File: src/rtl/fifo_arb_pkg.sv
// fifo_arb_pkg: shared state type and counter widths for fifo_write_arbiter
package fifo_arb_pkg;
  typedef enum logic [1:0] {IDLE, GRANT0, GRANT1} arb_state_e;
  localparam int CNT_W = 4;
  localparam int STAT_W = 16;
endpackage

File: src/rtl/fifo_arb_sat_counter.sv
// fifo_arb_sat_counter: enable-driven counter that sticks at all-ones
module fifo_arb_sat_counter #(
  parameter int WIDTH = 16
) (
  input  logic             clk_i,
  input  logic             rst_i,
  input  logic             en_i,
  output logic [WIDTH-1:0] count_o
);
  logic [WIDTH-1:0] count_q, count_d;
  // advance on enable unless already at the ceiling
  always_comb count_d = (en_i && count_q != '1) ? count_q + 1'b1 : count_q;
  // count register
  always_ff @(posedge clk_i or posedge rst_i)
    if (rst_i) count_q <= '0;
    else count_q <= count_d;
  assign count_o = count_q;
endmodule

File: src/rtl/fifo_write_arbiter.sv
// fifo_write_arbiter: two-requester burst-limited round-robin FIFO writer; FIFO_ARB_STATS_EN adds per-requester accept counters
module fifo_write_arbiter
  import fifo_arb_pkg::*;
#(
  parameter int DATA_WIDTH = 8,
  parameter int BURST_LEN  = 4
) (
  input  logic                  ipClk,
  input  logic                  ipReset,
  input  logic                  ipValid0,
  input  logic                  ipValid1,
  input  logic [DATA_WIDTH-1:0] ipData0,
  input  logic [DATA_WIDTH-1:0] ipData1,
  output logic                  opReady0,
  output logic                  opReady1,
  input  logic                  ipFIFOFull,
  output logic                  opWriteEnable,
  output logic [DATA_WIDTH-1:0] opWriteData,
  output logic [1:0]            opGrant
`ifdef FIFO_ARB_STATS_EN
  ,
  output logic [STAT_W-1:0]     opCount0,
  output logic [STAT_W-1:0]     opCount1
`endif
);
  localparam logic [CNT_W-1:0] BL = CNT_W'(BURST_LEN);
  arb_state_e       state_q, state_d;
  logic [CNT_W-1:0] cnt_q, cnt_d, cnt_inc;
  logic             last_q, last_d;
  logic             own_v, oth_v;
  assign own_v   = state_q == GRANT0 ? ipValid0 : ipValid1;
  assign oth_v   = state_q == GRANT0 ? ipValid1 : ipValid0;
  assign cnt_inc = (own_v && cnt_q != BL) ? cnt_q + 1'b1 : cnt_q;
  // state, burst counter and last-owner registers; last-owner 1 lets requester 0 win the first tie
  always_ff @(posedge ipClk or posedge ipReset)
    if (ipReset) begin
      state_q <= IDLE;
      cnt_q   <= '0;
      last_q  <= 1'b1;
    end else begin
      state_q <= state_d;
      cnt_q   <= cnt_d;
      last_q  <= last_d;
    end
  // next state: ownership only moves on unstalled cycles, so a full FIFO freezes everything
  always_comb begin
    state_d = state_q;
    cnt_d   = cnt_q;
    last_d  = last_q;
    if (state_q == IDLE) begin
      state_d = (ipValid0 && (!ipValid1 || last_q)) ? GRANT0 : ipValid1 ? GRANT1 : IDLE;
      cnt_d   = '0;
    end else if (!ipFIFOFull) begin
      if (!own_v || (cnt_inc == BL && oth_v)) begin
        state_d = !oth_v ? IDLE : state_q == GRANT0 ? GRANT1 : GRANT0;
        cnt_d   = '0;
        last_d  = state_q == GRANT1;
      end else cnt_d = cnt_inc;
    end
  end
  // outputs: handshake and write path are combinational from the owner's inputs
  always_comb begin
    opGrant       = {state_q == GRANT1, state_q == GRANT0};
    opReady0      = state_q == GRANT0 && !ipFIFOFull;
    opReady1      = state_q == GRANT1 && !ipFIFOFull;
    opWriteEnable = (opReady0 && ipValid0) || (opReady1 && ipValid1);
    opWriteData   = state_q == GRANT0 ? ipData0 : state_q == GRANT1 ? ipData1 : '0;
  end
`ifdef FIFO_ARB_STATS_EN
  fifo_arb_sat_counter #(.WIDTH(STAT_W)) u_cnt0 (
    .clk_i(ipClk), .rst_i(ipReset), .en_i(opReady0 && ipValid0), .count_o(opCount0)
  );
  fifo_arb_sat_counter #(.WIDTH(STAT_W)) u_cnt1 (
    .clk_i(ipClk), .rst_i(ipReset), .en_i(opReady1 && ipValid1), .count_o(opCount1)
  );
`endif
endmodule

File: config.mk
export PLATFORM = sky130hd
export DESIGN_NAME = fifo_write_arbiter
export DESIGN_NICKNAME = d
export VERILOG_FILES = /design/src/rtl/fifo_arb_pkg.sv /design/src/rtl/fifo_arb_sat_counter.sv /design/src/rtl/fifo_write_arbiter.sv
export SDC_FILE = /design/constraint.sdc
export NUM_CORES = 1
export LEC_CHECK = 0
export ABC_AREA = 1
export CAP_MARGIN = 30
export CORE_MARGIN = 2
export CORE_UTILIZATION = 26
export CTS_CLUSTER_SIZE = 40
export DETAILED_ROUTE_END_ITERATION = 8
export PLACE_DENSITY_LB_ADDON = 0.25
export SLEW_MARGIN = 25
export SYNTH_ARGS = -nofsm -noshare
export SYNTH_HDL_FRONTEND = slang
export SYNTH_SLANG_ARGS = --single-unit
export TNS_END_PERCENT = 20
File: constraint.sdc
create_clock -name ipClk -period 3.07 [get_ports ipClk]
set_input_delay 0.614 -clock ipClk [delete_from_list [all_inputs] [get_ports ipClk]]
set_output_delay 0.614 -clock ipClk [all_outputs]
set_load 0.01 [all_outputs]
==> flow_summary.toml, run 1 <==
[sta]
slew_headroom = 0.593
drv_slew = 0
hold_violations = 0
finalCriticalPeriod_ns = 2.70
tightestPinTransition_ns = 0.609
fin_skew_ns = 0.00809
setup_viol = 0
rsz0062_at_grt = "no"
post-route-period-util = 0.880
tns_ns = 0
max_freq_mhz = 370

[logic_synthesis]
synth.yosys.warnings = 0
syn_nets = 125
yosysSeqAreaShare = 0.256
yosysUniqueCellTypes = 19
postSynthCellCount = 102
syn-cell-area_um2 = 689
syn_avg_cell_area_um2 = 6.76
ys_seq_elements = 7

[power_and_ir_drop]
share_comb_of_total_power = 0.669
clkPwrFrac = 0.119
peakVddDrop_v = 0.000362
power_switching_uw = 329
swShare = 0.446
power_frac_seq = 0.212
p_per_area_nw_per_um2 = 685
intPower_uw = 408
leakagePower_uw = 0.000485

[clock_tree]
cts_buffer_depth = 2
insertion_delay_ns = 0.26
cts.sink_count = 7
cts_tree = "done"
cts_buffers = 3
post_cts_resized = 0
hold_buffers = 0
cts.clk_slew.worst_paths_ns = 0.06
h-tree-depth = 1
root_buffer = "clkbuf_4"
post_cts_buffers = 0

[global_route]
grt.overflow.total = 0
grt_pass1_wl_um = 3300
grt_pass1_vias = 796
track_usage = 0.131
grt_max_degree = 11
antenna_found_initial = 0

[final_layout]
final_common_cell = "clkdlybuf4s50_1"
drive_above_1_share = 0.152
n_antenna_cell = 0
nets = 162
fin_util = 0.430
syn_to_final_growth_pct = 56.1
final_cell_mix = "clkdlybuf4s50_1, nand2_1, inv_1"
n_fill_cell = 254
finalNonFillerCells = 168

[detailed_routing]
ant_nets = 0
wl_um = 1850
met3WireLength_um = 151
drt_first_pass_iters = 4
drt-initial-drc-count = 15
m1WireLength_um = 721
wl_met2_um = 961
route.detailed.drc = 0
maxUsedRoutingLayer = "met4"
viasPerCell = 4.64
wl_per_cell_um = 11.0
via_count = 779

[worst_setup_path]
r2r_setup_slack_ns = 1.40
critPathKind = "reg2out"
worstPathMaxFanout = 10
end_kind = "output port"
cp.required_ns = 2.46
startpoint_type = "flip-flop"
arrival_ns = 2.09

[floorplan]
dieArea_um2 = 3080
rows = 18
die_h_um = 55.5
coreArea_um2 = 2500
die_w_um = 55.5
initial_core_util = 0.276
io_pins = 34

[placement]
detailed_place_hpwl_um = 1570
place_congestion = 0.755
port_buffers = 33
dp_cells = 164

[job]
maxCapViolations = 0

[min_path]
worstHoldPathType = "reg2reg"

[status]
outcome = "completed"
-- registers in the layout, summed over array words and instances (netlist names) --
register  cells
state_q       2
cnt_q         4
last_q        1
-- layer usage --
layer,global-route usage,up-vias
met1,0.141,340
met2,0.243,34
li1,-,403
met5,0,-
met3,0.0492,2
met4,0.0209,0
-- cells by family (layout without fill, tap and decap cells) --
family | count (synthesis) | in the layout | share of synthesized area
compound gates | 16 | 16 | 0.165
buf+inv | 16 | 52 | 0.0926
flops | 7 | 7 | 0.256
simple gates | 61 | 61 | 0.450
fa+ha+maj | 2 | 2 | 0.0363
-- cell type report --
| class | count | area [um^2] | share of cell area |
|---|---|---|---|
| tap | 30 | 37.5 | 0.0349 |
| sequential | 7 | 176 | 0.164 |
| inverter | 15 | 56.3 | 0.0523 |
| multi-input combinational | 79 | 449 | 0.417 |
| clock buffer | 4 | 26.3 | 0.0244 |
| timing repair buffer | 33 | 330 | 0.307 |
-- final timing paths --
check                                       start                      to  depth (start not counted)
setup / recovery           state_q[0]$_DFFE_PP0P_          opWriteData[1]                          3
hold / removal                 last_q$_DFFE_PP1P_      last_q$_DFFE_PP1P_                          2
setup reg to reg             cnt_q[0]$_DFFE_PP0P_  state_q[0]$_DFFE_PP0P_                         12
min in group asynchronous                 ipReset  state_q[1]$_DFFE_PP0P_                          2
max in group asynchronous                 ipReset      last_q$_DFFE_PP1P_                          2
hold reg to reg                last_q$_DFFE_PP1P_      last_q$_DFFE_PP1P_                          2
-- Yosys cell counts (all sizes together) --
cell	number	area (um^2)
ha	2	25.0
buf	1	7.51
nand3	14	103
clkinv	1	3.75
nand2	36	163
a22o	9	78.8
dfrtp	6	150
inv	14	52.6
nor2	10	40.0
nor3	1	5.00
o21ai	7	35.0
dfstp	1	26.3
-- worst max-delay path: stages, from the launching register on --
cell	delay, ns
dfrtp_1	0.49
nor2_1	0.54
a22o_1	0.26
clkdlybuf4s50_1	0.54
-- metrics by stage --
| step | hold WS [ns] | setup WS, ns | total power (uW) | area, um^2 |
|---|---|---|---|---|
| 2_1_floorplan | 0.417 | 1.23 | 443 | 689 |
| 3_3_place_gp | 0.465 | 0.432 | 650 | 1050 |
| 3_5_place_dp | 0.463 | 0.408 | 651 | 1050 |
| 4_1_cts | 0.471 | 0.343 | 744 | 1080 |
| 5_1_grt | 0.490 | 0.259 | 799 | 1080 |
| 6_report | 0.471 | 0.370 | 737 | 1080 |
-- power by group through the flow --
stage / combinational (uW) / sequential [uW] / clock, uW
after floorplan: 308 / 135 / 0
after global placement: 494 / 156 / 0
after detailed placement: 495 / 156 / 0
after CTS: 498 / 155 / 91.3
after global routing: 540 / 160 / 98.0
final: 493 / 157 / 87.6
(Power assumes the default switching activity.)
==> run 2, diff against run 1 <==
--- a/config.mk
+++ b/config.mk
@@ -7,10 +7,11 @@
 export LEC_CHECK = 0
 export ABC_AREA = 1
 export CAP_MARGIN = 30
-export CORE_MARGIN = 2
+export CORE_MARGIN = 1
 export CORE_UTILIZATION = 26
 export CTS_CLUSTER_SIZE = 40
 export DETAILED_ROUTE_END_ITERATION = 8
+export GPL_ROUTABILITY_DRIVEN = 0
 export PLACE_DENSITY_LB_ADDON = 0.25
 export SLEW_MARGIN = 25
 export SYNTH_ARGS = -nofsm -noshare
==> run 2 against run 1 <==
Net effect:
- critical path depth unchanged
- via count decreased by 1.0%
- sequential power about the same
- sequential share of layout area unchanged
- count of clock-buffer cells in the layout unchanged
- global-route usage increased by 2.0 points
- utilization unchanged
- critical endpoint unchanged
- sequential cell count unchanged
- worst hold slack got worse by 0.0018 ns
- largest power group unchanged
- power decreased by 1.5%
- critical path type unchanged
- maximum frequency increased by 1.2%
- combinational power about the same
==> flow_summary.toml, run 2 (synthesized netlist as in run 1, its figures left out) <==
[detailed_routing]
viasPerCell = 4.59
wl_per_cell_um = 11.1
ant_nets = 0
m1WireLength_um = 700
route.detailed.drc = 0
drt_first_pass_iters = 4
via_count = 771
wl_um = 1870
wl_met2_um = 991
drt-initial-drc-count = 9
maxUsedRoutingLayer = "met3"
met3WireLength_um = 175

[sta]
hold_violations = 0
tns_ns = 0
drv_slew = 0
max_freq_mhz = 375
slew_headroom = 0.600
fin_skew_ns = 0.000715
finalCriticalPeriod_ns = 2.67
tightestPinTransition_ns = 0.597
setup_viol = 0
post-route-period-util = 0.869
rsz0062_at_grt = "no"

[floorplan]
initial_core_util = 0.276
die_w_um = 53.5
die_h_um = 53.5
dieArea_um2 = 2860
io_pins = 34
rows = 18
coreArea_um2 = 2500

[final_layout]
final_cell_mix = "clkdlybuf4s50_1, nand2_1, inv_1"
syn_to_final_growth_pct = 56.1
final_common_cell = "clkdlybuf4s50_1"
nets = 162
regMostFlops = "cnt_q"
finalNonFillerCells = 168
n_antenna_cell = 0
largest_reg_flops = 4
reg_top3 = "cnt_q x4, state_q x2, last_q x1"
drive_above_1_share = 0.152

[global_route]
track_usage = 0.151
grt_pass1_vias = 731
antenna_found_initial = 0
grt.overflow.total = 0
grt_max_degree = 11
grt_pass1_wl_um = 3020

[worst_setup_path]
cp.required_ns = 2.46
arrival_ns = 2.05
end_kind = "output port"
critPathKind = "reg2out"
startpoint_type = "flip-flop"
worstPathMaxFanout = 10

[clock_tree]
cts_buffers = 3
hold_buffers = 0
cts_buffer_depth = 2
root_buffer = "clkbuf_4"
cts.clk_slew.worst_paths_ns = 0.05
post_cts_buffers = 0
cts.sink_count = 7
h-tree-depth = 1
insertion_delay_ns = 0.24
cts_tree = "done"
post_cts_resized = 0

[min_path]
worstHoldPathType = "reg2reg"

[status]
outcome = "completed"

[placement]
dp_cells = 164
detailed_place_hpwl_um = 1610
port_buffers = 33

[power_and_ir_drop]
p_per_area_nw_per_um2 = 674
power_frac_seq = 0.214
leakagePower_uw = 0.000485
swShare = 0.438
clkPwrFrac = 0.109
peakVddDrop_v = 0.000323
intPower_uw = 408
power_switching_uw = 318
share_comb_of_total_power = 0.677

[job]
maxCapViolations = 0
## run 2: cell counts in the layout (fill, tap and decap cells not counted)
No cell type changed its count.
## run 2: area by class of cell
cell class / count / area (um^2)
multi-input combinational: 79 / 449
tap: 30 / 37.5
fill: 278 / 1420
timing repair buffer: 33 / 330
inverter: 15 / 56.3
sequential: 7 / 176
clock buffer: 4 / 26.3
## run 2: routing by layer
metal / vias up / global-route usage
met1: 335 / 0.139
met4: 0 / 0.0263
met3: 0 / 0.0747
met5: - / 0
met2: 32 / 0.292
li1: 404 / -
## run 2: worst paths after layout
check                                        from                      to  slack [ns]  cells past startpoint
setup reg to reg             cnt_q[0]$_DFFE_PP0P_  state_q[0]$_DFFE_PP0P_        1.41                     13
min in group asynchronous                 ipReset    cnt_q[1]$_DFFE_PP0P_        0.59                      2
hold / removal                 last_q$_DFFE_PP1P_      last_q$_DFFE_PP1P_        0.47                      2
max in group asynchronous                 ipReset      last_q$_DFFE_PP1P_        2.23                      2
setup / recovery           state_q[0]$_DFFE_PP0P_          opWriteData[1]        0.40                      3
hold reg to reg                last_q$_DFFE_PP1P_      last_q$_DFFE_PP1P_        0.47                      2
## run 2: critical path: stages, from the launching register on
cell,delay (ns)
dfrtp_1,0.49
nor2_1,0.53
a22o_1,0.24
clkdlybuf4s50_1,0.56
## run 2: metrics by stage
step	power [uW]	hold WS, ns	setup WS, ns	cell area, um^2	util
2_1_floorplan	443	0.417	1.23	689	-
3_5_place_dp	652	0.468	0.413	1050	0.420
6_report	726	0.469	0.403	1080	0.430
3_3_place_gp	648	0.470	0.440	1050	0.420
4_1_cts	738	0.475	0.343	1080	0.430
5_1_grt	795	0.509	0.243	1080	0.430
## run 2: power groups by stage
stage	registers, uW	clock network (uW)	logic [uW]
CTS	156	83.9	499
global placement	158	0	490
global route	160	91.3	543
detailed placement	157	0	495
floorplan	135	0	308
finish	155	79.0	491
